## src/rtl/kernel_launch_queue.sv

```systemverilog
// rtl/kernel_launch_queue.sv - launch descriptor FIFO and single-kernel issue/retire sequencer
module kernel_launch_queue #(
    parameter int          DEPTH          = 4,
    parameter int          KID_W          = 4,
    parameter int          CYC_W          = 16,
    parameter int unsigned TIMEOUT_CYCLES = 0
) (
    input  logic                   clk,
    input  logic                   reset,
    input  logic                   launch_valid,
    output logic                   launch_ready,
    input  logic [7:0]             launch_thread_count,
    input  logic [KID_W-1:0]       launch_kernel_id,
    output logic                   dispatch_start,
    output logic [7:0]             dispatch_thread_count,
    input  logic                   dispatch_done,
    output logic                   cmpl_valid,
    input  logic                   cmpl_ready,
    output logic [KID_W-1:0]       cmpl_kernel_id,
    output logic [CYC_W-1:0]       cmpl_cycles,
    output logic                   cmpl_error,
    output logic [$clog2(DEPTH):0] queue_count,
    output logic                   busy,
    output logic [15:0]            kernels_done
);
    localparam int AW = $clog2(DEPTH);

    typedef enum logic [2:0] {S_IDLE, S_START, S_MASK, S_RUN, S_CMPL} state_t;

    state_t           state_q, state_d;
    logic [7:0]       tc_mem  [DEPTH];
    logic [KID_W-1:0] kid_mem [DEPTH];
    logic [AW-1:0]    wptr_q, rptr_q;
    logic [AW:0]      count_q;
    logic [7:0]       tc_q;
    logic [KID_W-1:0] kid_q;
    logic [CYC_W-1:0] cyc_q, cyc_inc;
    logic             err_q, mask_q;
    logic [15:0]      done_cnt_q;
    logic             push, pop, timeout_hit;

    // Ready looks only at the registered count, so a full FIFO never accepts in a pop cycle.
    assign launch_ready = !reset && (count_q < (AW+1)'(DEPTH));
    assign push         = launch_valid && launch_ready;
    assign pop          = (state_q == S_IDLE) && (count_q != '0);
    assign cyc_inc      = (&cyc_q) ? cyc_q : cyc_q + 1'b1;
    assign timeout_hit  = (TIMEOUT_CYCLES != 0) && (32'(cyc_inc) >= TIMEOUT_CYCLES);

    always_comb begin
        state_d        = state_q;
        dispatch_start = 1'b0;
        cmpl_valid     = 1'b0;
        case (state_q)
            S_IDLE:  if (count_q != '0) state_d = (tc_mem[rptr_q] == 8'd0) ? S_CMPL : S_START;
            S_START: begin
                dispatch_start = 1'b1;
                state_d        = S_MASK;
            end
            // Done may still be high from the previous kernel, so it is not looked at here.
            S_MASK:  if (mask_q) state_d = S_RUN;
            S_RUN:   if (dispatch_done || timeout_hit) state_d = S_CMPL;
            S_CMPL: begin
                cmpl_valid = 1'b1;
                if (cmpl_ready) state_d = S_IDLE;
            end
            default: state_d = S_IDLE;
        endcase
    end

    always_ff @(posedge clk) begin
        if (push) begin
            tc_mem[wptr_q]  <= launch_thread_count;
            kid_mem[wptr_q] <= launch_kernel_id;
        end
    end

    always_ff @(posedge clk) begin
        if (reset) begin
            state_q    <= S_IDLE;
            wptr_q     <= '0;
            rptr_q     <= '0;
            count_q    <= '0;
            tc_q       <= '0;
            kid_q      <= '0;
            cyc_q      <= '0;
            err_q      <= 1'b0;
            mask_q     <= 1'b0;
            done_cnt_q <= '0;
        end else begin
            state_q <= state_d;
            if (push) wptr_q <= wptr_q + 1'b1;
            case ({push, pop})
                2'b10:   count_q <= count_q + 1'b1;
                2'b01:   count_q <= count_q - 1'b1;
                default: count_q <= count_q;
            endcase
            case (state_q)
                S_IDLE: if (pop) begin
                    rptr_q <= rptr_q + 1'b1;
                    tc_q   <= tc_mem[rptr_q];
                    kid_q  <= kid_mem[rptr_q];
                    cyc_q  <= '0;
                    err_q  <= 1'b0;
                end
                S_START: begin
                    cyc_q  <= CYC_W'(1);
                    mask_q <= 1'b0;
                end
                S_MASK: begin
                    cyc_q  <= cyc_inc;
                    mask_q <= ~mask_q;
                end
                // The detection cycle itself is counted; done wins over a same-cycle timeout.
                S_RUN: begin
                    cyc_q <= cyc_inc;
                    if (!dispatch_done && timeout_hit) err_q <= 1'b1;
                end
                S_CMPL: if (cmpl_ready) done_cnt_q <= done_cnt_q + 1'b1;
                default: ;
            endcase
        end
    end

    assign dispatch_thread_count = tc_q;
    assign cmpl_kernel_id        = kid_q;
    assign cmpl_cycles           = cyc_q;
    assign cmpl_error            = err_q;
    assign queue_count           = count_q;
    assign busy                  = (state_q != S_IDLE) || (count_q != '0);
    assign kernels_done          = done_cnt_q;
endmodule

```

## config.mk

```make
export PLATFORM = sky130hd
export DESIGN_NAME = kernel_launch_queue
export DESIGN_NICKNAME = d
export VERILOG_FILES = /design/src/rtl/kernel_launch_queue.sv
export SDC_FILE = /design/constraint.sdc
export NUM_CORES = 1
export LEC_CHECK = 0
export ABC_CLOCK_PERIOD_IN_PS = 6500
export BUFFER_PORTS_ARGS = -buffer_cell sky130_fd_sc_hd__buf_4
export CAP_MARGIN = 10
export CORE_MARGIN = 4
export CORE_UTILIZATION = 61
export DETAILED_ROUTE_END_ITERATION = 10
export GPL_TIMING_DRIVEN = 0
export PLACE_DENSITY = 0.85
export RECOVER_POWER = 100
export SKIP_LAST_GASP = 1
export SLEW_MARGIN = 10
export SYNTH_ARGS = -nofsm -noshare
export SYNTH_HDL_FRONTEND = slang
export SYNTH_SLANG_ARGS = --single-unit
```

## constraint.sdc

```tcl
create_clock -name clk -period 6.5 [get_ports clk]
set_clock_uncertainty 0.1 [all_clocks]
set_input_delay 0.325 -clock clk [delete_from_list [all_inputs] [get_ports clk]]
set_output_delay 0.325 -clock clk [all_outputs]
set_load 0.1 [all_outputs]
```

# ---- Yosys cells after proc, flatten, opt, wreduce, memory -nomap -nowiden
# Memories as Yosys holds them, arrays and structs flattened. A register that Yosys moved wholly into a read port is not among the register bits.
# Cells that the tools add are included.
dict set report word_totals {
  mem_count 2
  out_inout_bits 52
  input_bits 17
  wordCells 65
  reg_bits 51
  mem_bits_rw 48
}
# memory depth width rd rd_clocked_by_memory_dff wr line_no
set memory_table {}
lappend memory_table {tc_mem 4 8 1 1 1 31} ;# logic [7:0] tc_mem [DEPTH];
lappend memory_table {kid_mem 4 4 1 1 1 32} ;# logic [KID_W-1:0] kid_mem [DEPTH];
dict set report op_classes {
  mux 17
  bitwise 1
  reduce_logical 18
  addsub 6
  n_lt_le_gt_ge 1
  eq_ne 12
}
# operator count
set op_table {}
lappend op_table {{16-bit one-hot mux with 3 select lines} 1}
lappend op_table {{16-bit by 1-bit adder with 16-bit output (second input constant)} 2}
lappend op_table {{16-bit 2-to-1 mux} 2}
lappend op_table {{16-bit AND reduction} 1}
lappend op_table {{3-bit 2-to-1 mux} 5}
lappend op_table {{3-bit one-hot mux with 5 select lines} 1}
lappend op_table {{2-bit != test (second input constant)} 5}
lappend op_table {{3-bit nonzero test} 3}
lappend op_table {{8-bit zero test} 1}
lappend op_table {{3-bit by 2-bit equality test with 1-bit output (second input constant)} 2}
lappend op_table {{3-bit one-hot mux with 2 select lines} 1}
lappend op_table {{2-bit by 1-bit adder with 2-bit output (second input constant)} 2}
lappend op_table {{1-bit 2-to-1 mux} 4}
lappend op_table {{2-bit 2-to-1 mux} 2}
lappend op_table {{2-bit AND reduction} 2}
lappend op_table {{4-bit AND reduction} 1}
lappend op_table {{2-bit nonzero test} 2}
lappend op_table {{3-bit by 1-bit adder with 3-bit output (second input constant)} 1}
lappend op_table {{3-bit by 1-bit equality test with 1-bit output (second input constant)} 1}
lappend op_table {{3-bit equality test (second input constant)} 1}
lappend op_table {{1-bit logical AND} 3}
lappend op_table {{3-bit zero test} 1}
lappend op_table {{3-bit less-than comparator (second input constant)} 1}
lappend op_table {{3-bit AND reduction} 1}
lappend op_table {{9 further kinds} 9}

# ---- Longest topological paths before layout
dict set report depth {
  word_depth 5
  ltp_mapped 11
  ltp_nobuf 9
}

# ---- Least setup slack after synthesis
# Ideal clock, no wire load.
dict set report synth_timing {
  path_type {register to register}
  from {register count_q[2], in the netlist queue_count[2]}
  to {register count_q[2], in the netlist queue_count[2]}
  setup_slack_ps 2822
  path_buffers 0
  stages_incl_launch_ff 10
  required_time_ps 6330
  synth_period_minus_slack_ps 3678
  arrival_ps 3508
  setup_ps 70
  path_cell_list {dfxtp_1 > nor2_1 > and2_1 > inv_1 > ha_1 > inv_1 > fa_1 > xor2_1 > or3_1 > a21oi_1}
}
dict set report synth_between {
  elab_chain_len 5
  word_cells_on_any_way 11
  classes_between {2 x add/sub; 1 x order compare; 2 x eq/ne; 1 x mux; 5 x reduce/logical}
}
# item line_no
set synth_rtl {}
lappend synth_rtl {{from (decl)} 34} ;# logic [AW:0] count_q;
lappend synth_rtl {{from (signal assigned)} 93} ;# 2'b10: count_q <= count_q + 1'b1;
lappend synth_rtl {{from (signal assigned)} 94} ;# 2'b01: count_q <= count_q - 1'b1;
lappend synth_rtl {{from (signal assigned)} 95} ;# default: count_q <= count_q;
lappend synth_rtl {{3-bit less-than comparator (*)} 43} ;# assign launch_ready = !reset && (count_q < (AW+1)'(DEPTH));
lappend synth_rtl {{1-bit logical AND (*)} 43}
lappend synth_rtl {{via launch_ready} 11} ;# output logic launch_ready,
lappend synth_rtl {{1-bit logical AND (*)} 44} ;# assign push = launch_valid && launch_ready;
lappend synth_rtl {{2-bit by 1-bit equality test with 1-bit output / 2-bit equality test (equally long branches)} 92} ;# case ({push, pop})
lappend synth_rtl {{3-bit one-hot mux with 2 select lines / 2-bit nonzero test (equally long branches)} --}
# The timed path passes the listed nets; every way through them passes the cells marked *.
# A chain may end at the register's enable or synchronous reset.

# ---- Worst setup path after layout
dict set report layout_timing {
  from {register state_q[1]}
  to {register count_q[2], in the netlist queue_count[2]}
}
dict set report layout_between {
  elab_chain_len 4
  word_cells_on_any_way 6
  classes_between {2 x eq/ne; 1 x mux; 3 x reduce/logical}
}
# item line_no
set layout_rtl {}
lappend layout_rtl {{from (decl)} 30} ;# state_t state_q, state_d;
lappend layout_rtl {{from (signal assigned)} 90} ;# state_q <= state_d;
lappend layout_rtl {{3-bit zero test (*)} 45} ;# assign pop = (state_q == S_IDLE) && (count_q != '0);
lappend layout_rtl {{1-bit logical AND (*)} 45}
lappend layout_rtl {{2-bit by 1-bit equality test with 1-bit output / 2-bit equality test (equally long branches)} 92}
lappend layout_rtl {{3-bit one-hot mux with 2 select lines / 2-bit nonzero test (equally long branches)} --}
# Mark *: on every way between the ends. The rest lies on a longest branch, timed or not.

==> run metrics <==
status finished clean; Post-Route WL 9.854 mm; crit path launch type flip-flop; DRC 0; synth unique cells 52; Worst Setup End Kind flip-flop; H-Tree Depth 3; Async S/R FF share, synth 0%; Resize count post-CTS 0; clock sinks 105; number of global-route vias before repair 3329; Cells after Synth 406; routed length per instance 16.76 µm; maximum clock insertion buffer count 2; CTS Hold Bufs 0; postcts setup bufs 0; Final Cell Area 5079 µm²; fin crit share 50.46%; setup TNS 0 ns; Setup CP Type reg -> reg; Vias 3527; initial antenna violation count 0; area growth from synthesis to layout 11.76%; Initial Utilization 62.65%; Max Cap Violations 0; pin count of the biggest net entering global routing 18; Syn Area/Cell 11.19 µm²; CTS tree built; area leader, netlist edfxtp_1; GRT met1 Usage 28.14%; initial DRC count 161; syn nets 431; hold_ws 0.1046 ns; share of cells above drive strength 1 5.521%; crit-path max FO 10; critical path, cell by cell clkbuf_1, nor3_1, nand2_1, inv_1, clkbuf_1, ha_1, inv_1, fa_1, xor2_1, or3_1, a21oi_1; Post-synth EDFFs 48; worst-margin pin slew 1.200 ns; Worst-path clk slew 0.10 ns; post-route ant nets 0; post-synthesis cell area 4544 µm²; PortBufs 67; Clock Latency Late Sink 0.37 ns; die area 8894 µm²; Hold Path Class in -> reg; Chip Width 94.31 µm; FMAX 304.9 MHz; fillcell total 614; synth warn 0; Die Span Y 94.31 µm; total track usage 22.99%; I/O pin count 69; Std-Cell Rows 31; most frequent cell after synthesis dfxtp_1; global-route met3 utilization 4.968%; Max VDD drop 0.0002176 V; minimum clock period 3.280 ns; final hold violation count 0; worst path required time 6.71 ns; Critical Path Max Stage Delay 0.44 ns; Top Usage Layer GRT met2; Cell Area, Placed 5171 µm²; DR pass1 iterations 5; endpoints failing setup 0; post-DP HPWL 7.050 mm; fin. max-slew vios 0; top cells by area, synth edfxtp_1, dfxtp_1, a21oi_1; top cells by count, synth dfxtp_1, edfxtp_1, nand2_1; Yosys reg bits 105; Slowest cell on crit path nor3_1; WP data arrival 3.49 ns; pwr dens 405.4 nW/µm²; Slew HR 20.37%; Main synth FF type dfxtp_1; global placement routability congestion 0.8729; Layout Nets 509; post-DR vias/cell 5.998; GR Util met2 39.66%; CTS root buffer clkbuf_8; leakage 1.596 nW; number of buffers created by CTS 9; CORE AREA 7253 µm²; RSZ-0062 raised after global routing false; sequential element share of the synthesized area 56.83%; share of the synthesized area in the top cell type 31.72%; Antenna diodes 0; GR Overflow Total 0; global-route wire length before repair 15.70 mm
==> flip-flops by register name (all words and copies together) (netlist names), named ones only <==
| signal | cells |
|---|---|
| cmpl_cycles | 16 |
| cmpl_kernel_id | 4 |
| dispatch_thread_count | 8 |
| kernels_done | 16 |
| kid_mem | 16 |
| mask_q | 1 |
| queue_count | 3 |
| rptr_q | 2 |
| state_q | 3 |
| tc_mem | 32 |
| wptr_q | 2 |
==> cell families (layout without fill, tap and decap cells) <==
logic type	Yosys count	in the layout	share of synthesized area, %
adders and majority gates	8	8	2.368
AOI/OAI and AO/OA	78	78	10.13
muxes	14	14	6.525
xor gates and xnor gates	15	15	2.891
buffers and inverters	32	115	2.946
other	1	1	0.08252
and+or+nand+nor	153	153	18.23
DFF	105	105	56.83
==> worst max-delay path: cells and delay by family, from the launching register on <==
family	cells	cell delay (ns)
simple gates	3	0.95
xor+xnor	1	0.17
fa+ha+maj	2	0.66
compound gates	1	0.14
flops	1	0.33
buf+inv	4	0.88
==> cells in the final DEF (no fill, tap or decap), types with 2 or more instances in the layout <==
cell | synthesis | layout
nand2_1 | 43 | 43
nand3b_1 | 3 | 3
buf_4 | 1 | 5
inv_1 | 10 | 10
ha_1 | 7 | 7
nand4_1 | 7 | 7
o311ai_0 | 2 | 2
or4_1 | 11 | 11
o41ai_1 | 2 | 2
and3_1 | 6 | 6
nor3_1 | 8 | 8
edfxtp_1 | 48 | 48
clkbuf_1 | 14 | 84
nand3_1 | 15 | 15
dfxtp_1 | 57 | 57
mux4_2 | 6 | 6
clkinvlp_4 | 0 | 2
or3_1 | 8 | 8
xor2_1 | 5 | 5
a2111oi_0 | 2 | 2
o21ai_0 | 17 | 17
xnor2_1 | 10 | 10
and4_1 | 7 | 7
a21oi_1 | 37 | 37
mux4_1 | 5 | 5
and2_1 | 5 | 4
o31ai_1 | 8 | 8
clkbuf_8 | 0 | 9
nor4_1 | 6 | 6
o2111ai_1 | 2 | 2
nand2b_1 | 2 | 2
mux2i_1 | 3 | 3
nor2_1 | 25 | 25
==> report_power, final <==
part / internal (W) / switching, W / leakage (nW)
logic: 0.000193 / 0.000696 / 0.621
registers: 0.000765 / 0.0000464 / 0.898
clock network: 0.000141 / 0.000218 / 0.0770
total: 0.00110 / 0.000960 / 1.60
==> cell type report <==
| class | instances | area [µm²] | share of cell area (%) |
|---|---|---|---|
| sequential | 105 | 2582 | 50.85 |
| multi-input combinational | 269 | 1810 | 35.65 |
| timing repair buffer | 67 | 266.5 | 5.248 |
| clock buffer | 12 | 135.1 | 2.661 |
| tap | 99 | 123.9 | 2.439 |
| buffer | 21 | 90.09 | 1.774 |
| inverter | 11 | 41.29 | 0.8130 |
| clock inverter | 4 | 28.78 | 0.5666 |
==> worst paths after layout <==
kind,from,end,slack [ns],cells past startpoint
max,state_q[1],queue_count[2],3.22,11
min,dispatch_done,state_q[1],0.10,2
max reg2reg,state_q[1],queue_count[2],3.22,11
min reg2reg,dispatch_thread_count[0],dispatch_thread_count[0],0.36,2
==> through the flow <==
stage	worst slack [ns]	util, %	total power [W]	instances
finish	3.220	70.02	0.002059	588
detailed placement	3.317	71.30	0.001766	572
CTS	3.255	73.56	0.002114	588
global placement	3.416	71.30	0.001740	572
global route	2.943	70.02	0.002161	588
floorplan	2.822	-	0.001555	406
==> layer usage <==
metal / part of all wire, % / wire [µm] / vias up
met2: 51 / 5038 / 112
met1: 42 / 4093 / 1724
met5: 0 / 0 / -
met3: 5.4 / 532 / 16
met4: 1.9 / 190 / 0
li1: - / - / 1675
No activity file was read; power rests on OpenSTA's default activity.
